==> src/rtl/quant_scheduler.sv <==
// quant_scheduler: round-robin Y/Cb/Cr arbiter for a shared quantizer; ports: req/grant/done per component, sel/q_enable/q_out_enable to quantizer, busy, timeout_err, blk_count
module quant_scheduler #(
  parameter int TIMEOUT = 16,
  parameter int CNT_W = 16
) (
  input  logic             clk,
  input  logic             rst,
  input  logic [2:0]       req,
  output logic [2:0]       grant,
  output logic [1:0]       sel,
  output logic             q_enable,
  input  logic             q_out_enable,
  output logic [2:0]       done,
  output logic             busy,
  output logic             timeout_err,
  output logic [CNT_W-1:0] blk_count
);
  localparam int WD_W = $clog2(TIMEOUT);
  typedef enum logic [1:0] {IDLE, LAUNCH, WAIT, DONE} state_t;
  state_t state, state_d;
  logic [2:0] grant_d, done_d, idx;
  logic [1:0] sel_d, ptr, ptr_d, win;
  logic q_enable_d, busy_d, timeout_err_d, found;
  logic [CNT_W-1:0] blk_count_d;
  logic [WD_W-1:0] wd, wd_d;
  logic finish;
  always_comb begin
    found = 1'b0;
    win = 2'd0;
    idx = 3'd0;
    for (int i = 0; i < 3; i++) begin
      idx = {1'b0, ptr} + 3'(i);
      idx = idx >= 3'd3 ? idx - 3'd3 : idx;
      if (!found && req[idx[1:0]]) begin
        found = 1'b1;
        win = idx[1:0];
      end
    end
  end
  assign finish = q_out_enable || wd == WD_W'(TIMEOUT - 1);
  always_comb begin
    state_d = state;
    grant_d = grant;
    sel_d = sel;
    q_enable_d = 1'b0;
    done_d = 3'd0;
    busy_d = busy;
    timeout_err_d = timeout_err;
    blk_count_d = blk_count;
    ptr_d = ptr;
    wd_d = wd;
    case (state)
      IDLE: if (found) begin
        state_d = LAUNCH;
        grant_d = 3'b001 << win;
        sel_d = win;
        q_enable_d = 1'b1;
        busy_d = 1'b1;
      end
      LAUNCH: begin
        state_d = WAIT;
        wd_d = '0;
      end
      WAIT: if (finish) begin
        state_d = DONE;
        done_d = grant;
        blk_count_d = blk_count + CNT_W'(1);
        ptr_d = sel == 2'd2 ? 2'd0 : sel + 2'd1;
        timeout_err_d = timeout_err | ~q_out_enable;
      end else begin
        wd_d = wd + WD_W'(1);
      end
      DONE: begin
        state_d = IDLE;
        grant_d = 3'd0;
        sel_d = 2'd3;
        busy_d = 1'b0;
      end
      default: state_d = IDLE;
    endcase
  end
  always_ff @(posedge clk) begin
    if (!rst) begin
      state <= IDLE;
      grant <= 3'd0;
      sel <= 2'd3;
      q_enable <= 1'b0;
      done <= 3'd0;
      busy <= 1'b0;
      timeout_err <= 1'b0;
      blk_count <= '0;
      ptr <= 2'd0;
      wd <= '0;
    end else begin
      state <= state_d;
      grant <= grant_d;
      sel <= sel_d;
      q_enable <= q_enable_d;
      done <= done_d;
      busy <= busy_d;
      timeout_err <= timeout_err_d;
      blk_count <= blk_count_d;
      ptr <= ptr_d;
      wd <= wd_d;
    end
  end
endmodule

==> config.mk <==
export PLATFORM = sky130hd
export DESIGN_NAME = quant_scheduler
export DESIGN_NICKNAME = d
export VERILOG_FILES = /design/src/rtl/quant_scheduler.sv
export SDC_FILE = /design/constraint.sdc
export NUM_CORES = 1
export LEC_CHECK = 0
export BUFFER_PORTS_ARGS = -buffer_cell sky130_fd_sc_hd__buf_2
export CORE_MARGIN = 8
export CORE_UTILIZATION = 40
export CTS_CLUSTER_SIZE = 25
export DETAILED_ROUTE_END_ITERATION = 7
export GPL_TIMING_DRIVEN = 1
export PLACE_DENSITY_LB_ADDON = 0.05
export SYNTH_ARGS = -nofsm -noshare
export SYNTH_HDL_FRONTEND = slang
export SYNTH_SLANG_ARGS = --single-unit
==> constraint.sdc <==
create_clock -name clk -period 1.9 [get_ports clk]
set_clock_uncertainty 0.15 [all_clocks]
set_input_delay 0.095 -clock clk [delete_from_list [all_inputs] [get_ports clk]]
set_output_delay 0.095 -clock clk [all_outputs]
set_load 0.01 [all_outputs]
=== Word-level counts from Yosys, hierarchy flattened ===
Cells that the tools add are included.

* Flip-flop bits (word level): 35
* Input port bits: 6
* Output and inout port bits: 27
* Word-level logic and storage cells: 77

* Add/sub/neg operators: 8
* Magnitude comparators: 6
* Equal/unequal tests: 8
* Shift operators: 1
* Muxes and demuxes: 28
* Bitwise gates (word level): 2
* Reduce and logical (&&, ||, !) cells: 14

{| class="wikitable"
|+ Operators by type and width
! kind !! count
|-
| $mux W2 || 10
|-
| $add A16 B1 Y16 const B || 1
|-
| $reduce_and A2 Y1 || 5
|-
| $lt A2 B3 Y1 const B || 3
|-
| $mux W1 || 8
|-
| $pmux W2 S4 || 1
|-
| $pmux W4 S2 || 1
|-
| $bmux W1 S2 || 3
|-
| $eq A2 B2 Y1 const B || 3
|-
| $ge A3 B2 Y1 const B || 2
|-
| $ne A2 B2 Y1 const B || 3
|-
| $pmux W3 S2 || 1
|-
| $sub A2 B2 Y2 const B || 3
|-
| $add A4 B1 Y4 const B || 1
|-
| $eq A4 B4 Y1 const B || 1
|-
| $mux W4 || 1
|-
| $pmux W2 S2 || 1
|-
| $reduce_bool A2 Y1 || 2
|-
| $add A2 B1 Y3 const B || 1
|-
| $add A2 B2 Y3 const B || 1
|-
| $mux W3 || 1
|-
| $reduce_and A3 Y1 || 1
|-
| $shl A1 B2 Y3 const A || 1
|-
| $add A2 B1 Y2 const B || 1
|-
| 9 further kinds || 11
|}

=== Logic depth before layout (Yosys ltp) ===
Gate-level depths: netlist (run 1).

* Depth in word-level cells: 14
* Mapped depth: 8
* Mapped depth without buffers: 7

=== Worst setup path before layout (run 1) ===
OpenSTA, ideal clock, no wires.

* Path type: register to register
* From: register ptr[1]
* To: register sel[0]
* Setup time: 0.117 ns
* Arrival: 1.830 ns
* Required time: 1.633 ns
* Setup slack: -0.197 ns
* Stages on the path, launching flop included: 9
* Buffers on the path: 1
* Period minus slack after synthesis: 2.097 ns
* Cell sequence: dfxtp_1 -> inv_1 -> ha_1 -> buf_6 -> a22o_1 -> a211o_1 -> a211oi_4 -> o21ai_2 -> o22a_1

* Word-level cells in the longest chain between the ends: 13
* Elaborated cells on any way between the ends: 31
* Classes of those cells: 5 x add/sub; 3 x order compare; 1 x eq/ne; 17 x mux; 5 x reduce/logical

{| class="wikitable"
|+ RTL lines
! item !! RTL line !! source
|-
| start, declared || 22 || <nowiki>logic [1:0] sel_d, ptr, ptr_d, win;</nowiki>
|-
| start signal, assigned || 103 || <nowiki>ptr <= ptr_d;</nowiki>
|-
| branches (longest 13 deep; another with $add A2 B1 Y3) || - ||
|-
| end signal, assigned || 97 || <nowiki>sel <= sel_d;</nowiki>
|-
| end, declared || 10 || <nowiki>output logic [1:0] sel,</nowiki>
|}

Several ways; the timed one is not identified. The select of a mux whose other input is x is not followed.
A chain may end at the register's enable or synchronous reset.

=== Worst setup path after layout (run 1) ===
* From: register ptr[1]
* To: register state[0]

* Word-level cells in the longest chain between the ends: 13
* Elaborated cells on any way between the ends: 26
* Classes of those cells: 5 x add/sub; 3 x order compare; 1 x eq/ne; 12 x mux; 5 x reduce/logical

{| class="wikitable"
|+ RTL lines
! item !! RTL line !! source
|-
| branches (longest 10 deep; another with $add A2 B1 Y3) || - ||
|-
| $mux W1 * || 34 || <nowiki>if (!found && req[idx[1:0]]) begin</nowiki>
|-
| $ne A2 B2 Y1 (no source line) * || - ||
|-
| $reduce_and A2 Y1 (no source line) * || - ||
|-
| end signal, assigned || 95 || <nowiki>state <= state_d;</nowiki>
|-
| end, declared || 20 || <nowiki>state_t state, state_d;</nowiki>
|}

Every way passes the cells marked *. The select of a mux whose other input is x is not followed.

==> results.toml, run 1 <==
[drt]
routed-via-count = 1578
antenna_left = 0
via_per_inst = 5.074
post_drt_wl_per_cell_microns = 13.91
wl_mm = 4.327
drc_errors = 0
first_iter_violations = 21
first_pass_iters = 4

[sta]
fin_crit_sh_pct = 107.9
relSlewSlack_pct = 73.21
max_slew.worst_pin.slew_ns = 0.4019
drv_slew = 0
layout_setup_ws_ns = -0.1507
rsz0062_at_grt = "true"
hold_violations = 0
finalSetupViolations = 8
timing.fmax_ghz = 0.4876
post-route-min-period_ns = 2.051

[die]
dieArea_sq_um = 7055
die_x_microns = 84.00
rows = 24
die-height_microns = 84.00
coreArea_sq_um = 4414
initial_core_util_pct = 41.89
ios = 33

[clock_tree]
htree_levels = 2
cts_tree = "done"
cts_root_buffer = "clkbuf_8"
clock_path_buffers = 2
clk_pin_slew_ns = 0.07
clock_sinks = 35
clock_latency_ns = 0.28
cts_buffers = 5

[cells_and_area]
final_util_pct = 55.90
fill_cells = 400
design_area_sq_um = 2467
layout.nets = 275
layout.area.seq_sq_um = 710.7
antenna_cells = 0
drive_gt1_share_pct = 33.20
multi_input_area_sq_um = 1214
syn_to_final_growth_pct = 33.42

[synthesis]
async_flop_share_pct = 0
synth_top_area_cell = "dfxtp_1"
synthCells = 204
synth.area.top_cells = "dfxtp_1, ha_1, and2_1"
synth_nets = 221
syn_area_per_cell_sq_um = 9.065
yosysWarnings = 0
syn_area_sq_um = 1849
yosys.area.top_type_share_pct = 37.89
synth-seq-cells = 35
synth_flop_cell = "dfxtp_1"
yosysSeqAreaShare_pct = 37.89
synth_cell_type_count = 44
synth_edf_count = 0

[run_status]
violations = "setup timing"
outcome = "finished with violations"

[setup_path]
crit_path_end_kind = "flop"
worst-setup-path-type = "reg2reg"
cp.arrival_ns = 2.07
cp.required_ns = 1.92
path_max_fanout = 5
crit_path_start_kind = "flop"

[power]
p_per_area_nw_per_um2 = 869.7
leakagePower_nw = 1.068
peakVddDrop_mv = 0.6436
p_total_mw = 2.146

[place]
placed_area_sq_um = 2197
hpwl_mm = 3.257
gp_congestion = 0.9232
numPortBuffers = 32

[global_routing]
grt_pass1_vias = 1509
overflow = 0
gr-usage-all-layers_pct = 11.96
antenna_found_initial = 0
grt_pass1_wl_mm = 7.058
grt_max_degree = 31

[flow_run]
cap_violations = 0

[min_path]
hp-class = "in2reg"
cell families (layout without fill, tap and decap cells):
family | Yosys count | count (layout) | synth area share (%)
xor+xnor | 15 | 15 | 7.104
simple gates | 80 | 80 | 24.90
fa+ha+maj | 11 | 11 | 7.442
buf+inv | 18 | 73 | 4.330
flops | 35 | 35 | 37.89
compound gates | 39 | 39 | 15.09
mux | 6 | 6 | 3.248
per-layer routing:
layer	part of all wire (%)	global-route usage [%]
met1	43	12.81
met2	50	21.05
met3	6.2	4.785
met4	0.79	3.297
met5	0	0
cell usage after synthesis (2+ instances only):
master,count
or3_1,4
mux2i_1,6
nand3_1,8
and3_1,7
a31oi_1,3
inv_1,11
o22ai_1,3
o21a_1,3
nand4_1,4
nand2b_1,2
ha_1,11
nor2_1,8
o21ai_1,2
xnor2_1,10
xor2_1,5
and4_1,2
clkbuf_1,4
nand3b_1,4
nand2_1,15
a21boi_0,5
nor2b_1,7
dfxtp_1,35
o211ai_1,2
a21oi_1,4
o32ai_1,2
and2_1,14
o21ai_0,6
path summary, 6_finish.rpt:
check                             from  endpoint  slack [ns]  cells after the start
worst max-delay path            ptr[1]  state[0]       -0.15                      8
worst min-delay path            req[2]  grant[2]        0.28                      5
worst max register to register  ptr[1]  state[0]       -0.15                      8
worst min register to register    busy      busy        0.31                      2
critical path: stages (launching register included):
cell and delay [ns]:
dfxtp_4 0.40, inv_4 0.05, ha_4 0.17, a22o_1 0.21, a211o_1 0.30, a211oi_4 0.34
buf_6 0.16, o21ai_2 0.05, o311a_1 0.12
power by group:
| part | total [mW] | switching (mW) | internal [mW] |
|---|---|---|---|
| combinational | 0.660 | 0.356 | 0.304 |
| clock | 0.582 | 0.251 | 0.331 |
| sequential | 0.904 | 0.0808 | 0.824 |
metrics by stage:
stage / setup TNS (ns) / hold slack, ns / setup WS, ns / instances
floorplan: -0.3752 / 0.1096 / -0.1378 / 204
global placement: -0.6484 / 0.2562 / -0.1337 / 298
detailed placement: -1.069 / 0.2528 / -0.2052 / 298
CTS: -0.9459 / 0.2515 / -0.1659 / 310
global route: -1.474 / 0.3257 / -0.2310 / 311
finish: -0.8181 / 0.2842 / -0.1507 / 311
sequential cells by signal, indices dropped and copies added, names as in the netlist:
signal and cells:
busy 1, ptr 2, blk_count 16, wd 4, grant 3, done 3
state 2, timeout_err 1, sel 2, q_enable 1
placed cells by master (no fill, tap or decap), types with 2 or more instances in the layout:
master / Yosys / layout
and3_1: 7 / 6
xnor2_1: 10 / 10
dfxtp_2: 0 / 2
inv_1: 11 / 9
xor2_1: 5 / 5
o211ai_1: 2 / 2
nand3b_1: 4 / 4
ha_1: 11 / 5
dlygate4sd3_1: 0 / 2
a31oi_1: 3 / 2
or3_4: 0 / 2
o21a_1: 3 / 3
nand3_1: 8 / 8
nand2b_1: 2 / 2
and4_1: 2 / 2
a21boi_0: 5 / 5
ha_4: 0 / 5
nand4_1: 4 / 4
or3_1: 4 / 2
nor2b_1: 7 / 7
nand2_1: 15 / 15
o21ai_0: 6 / 5
buf_4: 1 / 19
dfxtp_4: 0 / 2
dfxtp_1: 35 / 31
a21oi_1: 4 / 3
buf_2: 1 / 32
o22ai_1: 3 / 3
mux2i_1: 6 / 5
clkbuf_8: 0 / 7
and2_1: 14 / 13
nor2_1: 8 / 8
o21ai_2: 1 / 2
area by class of cell:
cell class	count	share of cell area [%]
Clock buffer	8	4.057
Inverter	11	1.775
Multi-Input combinational cell	151	49.19
Sequential cell	35	28.80
Tap cell	52	2.637
Timing Repair Buffer	54	13.54
repair_timing:
item	in CTS	in global routing
setup endpoints to repair	8	17
endpoints found under the hold margin	2	0
hold buffers	2	0
buffers inserted	2	1
cloned	0	0
pin swaps	7	7
resized for setup	13	12
Power figures use the tool's default switching activity.
==> inputs of run 2 (changes only) <==
Settings changed: CORE_UTILIZATION 40 to 35.
==> results.toml, run 2 (synthesis gave the netlist of run 1 again) <==
[run_status]
outcome = "finished with violations"
violations = "setup timing"

[global_routing]
gr-usage-all-layers_pct = 12.10
grt_pass1_wl_mm = 7.465
antenna_found_initial = 0
overflow = 0
grt_pass1_vias = 1551
grt_max_degree = 31

[setup_path]
crit_path_top_delay_cell = "dfxtp_4"
crit_path_start_kind = "flop"
max_stage_delay_ns = 0.38
cp.arrival_ns = 2.04
reg2regPathDepth = 7
cp.required_ns = 1.93
worst-setup-path-type = "reg2reg"
crit_path_end_kind = "flop"
path_max_fanout = 6
crit_chain = "inv_4, ha_4, a22o_1, a211o_1, a211oi_4, o21ai_4, o22a_1"

[clock_tree]
htree_levels = 2
clock_latency_ns = 0.28
cts_buffers = 5
cts_tree = "done"
clock_path_buffers = 2
cts_root_buffer = "clkbuf_8"
clk_pin_slew_ns = 0.07
clock_sinks = 35

[place]
placed_area_sq_um = 2295
numPortBuffers = 32
dp_slack_ns = -0.1641
hpwl_mm = 3.276
gp_congestion = 0.8368

[cells_and_area]
syn_to_final_growth_pct = 36.87
antenna_cells = 0
final_cell_mix = "buf_2, dfxtp_1, buf_4, nand2_1, and2_1"
largestRegisters = "blk_count x16, wd x4"
design_area_sq_um = 2531
largest-register = "blk_count"
largest_register_ffs = 16
drive_gt1_share_pct = 34.46
layout.nets = 283
final_common_cell = "buf_2"

[die]
initial_core_util_pct = 36.21
die_x_microns = 88.69
coreArea_sq_um = 5107
die-height_microns = 88.69
dieArea_sq_um = 7866
ios = 33
rows = 26

[sta]
max_slew.worst_pin.slew_ns = 0.3086
fin_hold_ws_ns = 0.2652
post-route-min-period_ns = 2.010
relSlewSlack_pct = 79.42
timing.fmax_ghz = 0.4975
drv_slew = 0
finalSetupViolations = 7
layout_setup_ws_ns = -0.1100
fin_crit_sh_pct = 105.8
rsz0062_at_grt = "true"
hold_violations = 0

[flow_run]
cap_violations = 0

[drt]
first_pass_iters = 4
post_drt_wl_per_cell_microns = 13.04
via_per_inst = 4.748
wl_mm = 4.393
antenna_left = 0
routed-via-count = 1600
first_iter_violations = 81
drc_errors = 0

[power]
leakagePower_nw = 1.111
p_total_mw = 2.181
peakVddDrop_mv = 0.5927
p_per_area_nw_per_um2 = 861.8

[min_path]
hold_depth = 5
hp-class = "in2reg"
[run 2: cell count changes in the layout (fill, tap and decap cells not counted), sizes merged]
| cell | before | now |
|---|---|---|
| buf | 52 | 60 |
[run 2: cell type report]
type                    count  area, sq um
fillers                   507         2576
inverters                  11        43.79
well taps                  70        87.58
multi-input cells         151         1195
flip-flops and latches     35        710.7
repair buffers             62        394.1
clock buffers               8        100.1
[run 2: what timing repair did]
item,in CTS,in global routing
endpoints found under the hold margin,2,0
resized for setup,11,10
buffers inserted,1,0
hold buffers,2,0
setup endpoints to repair,8,16
pin swaps,7,2
[run 2: path summary, 6_finish.rpt]
kind | start | endpoint | slack, ns
setup / recovery | ptr[1] | sel[0] | -0.11
hold / removal | req[0] | grant[2] | 0.27
hold reg to reg | busy | busy | 0.31
setup reg to reg | ptr[1] | sel[0] | -0.11
[run 2: stage by stage]
step / utilization [%] / std cells / setup TNS, ns
floorplan: - / 204 / -0.3752
global placement: 44.93 / 326 / -0.6775
detailed placement: 44.93 / 326 / -0.7681
CTS: 48.63 / 337 / -0.5462
global route: 49.56 / 337 / -0.9905
finish: 49.56 / 337 / -0.4594
[run 2: report_power, final]
part           internal, mW  leakage (nW)  switching [mW]  total (mW)
clock                 0.331        0.0515           0.258       0.589
sequential            0.823         0.287          0.0713       0.894
combinational         0.316         0.772           0.382       0.698
total                  1.47          1.11           0.711        2.18
[run 2: per-layer routing]
| layer | global-route usage (%) | vias up | part of all wire [%] |
|---|---|---|---|
| li1 | - | 834 | - |
| met1 | 15.44 | 735 | 49 |
| met2 | 18.73 | 29 | 45 |
| met3 | 3.900 | 2 | 5.7 |
| met4 | 3.687 | 0 | 0.55 |
| met5 | 0 | - | 0 |
[run 2: worst max-delay path, delay by kind of cell, from the launching register on]
family | cells | cell delay [ns]
AOI/OAI and AO/OA | 5 | 1.16
DFF | 1 | 0.38
adders and majority gates | 1 | 0.16
buffers and inverters | 1 | 0.05
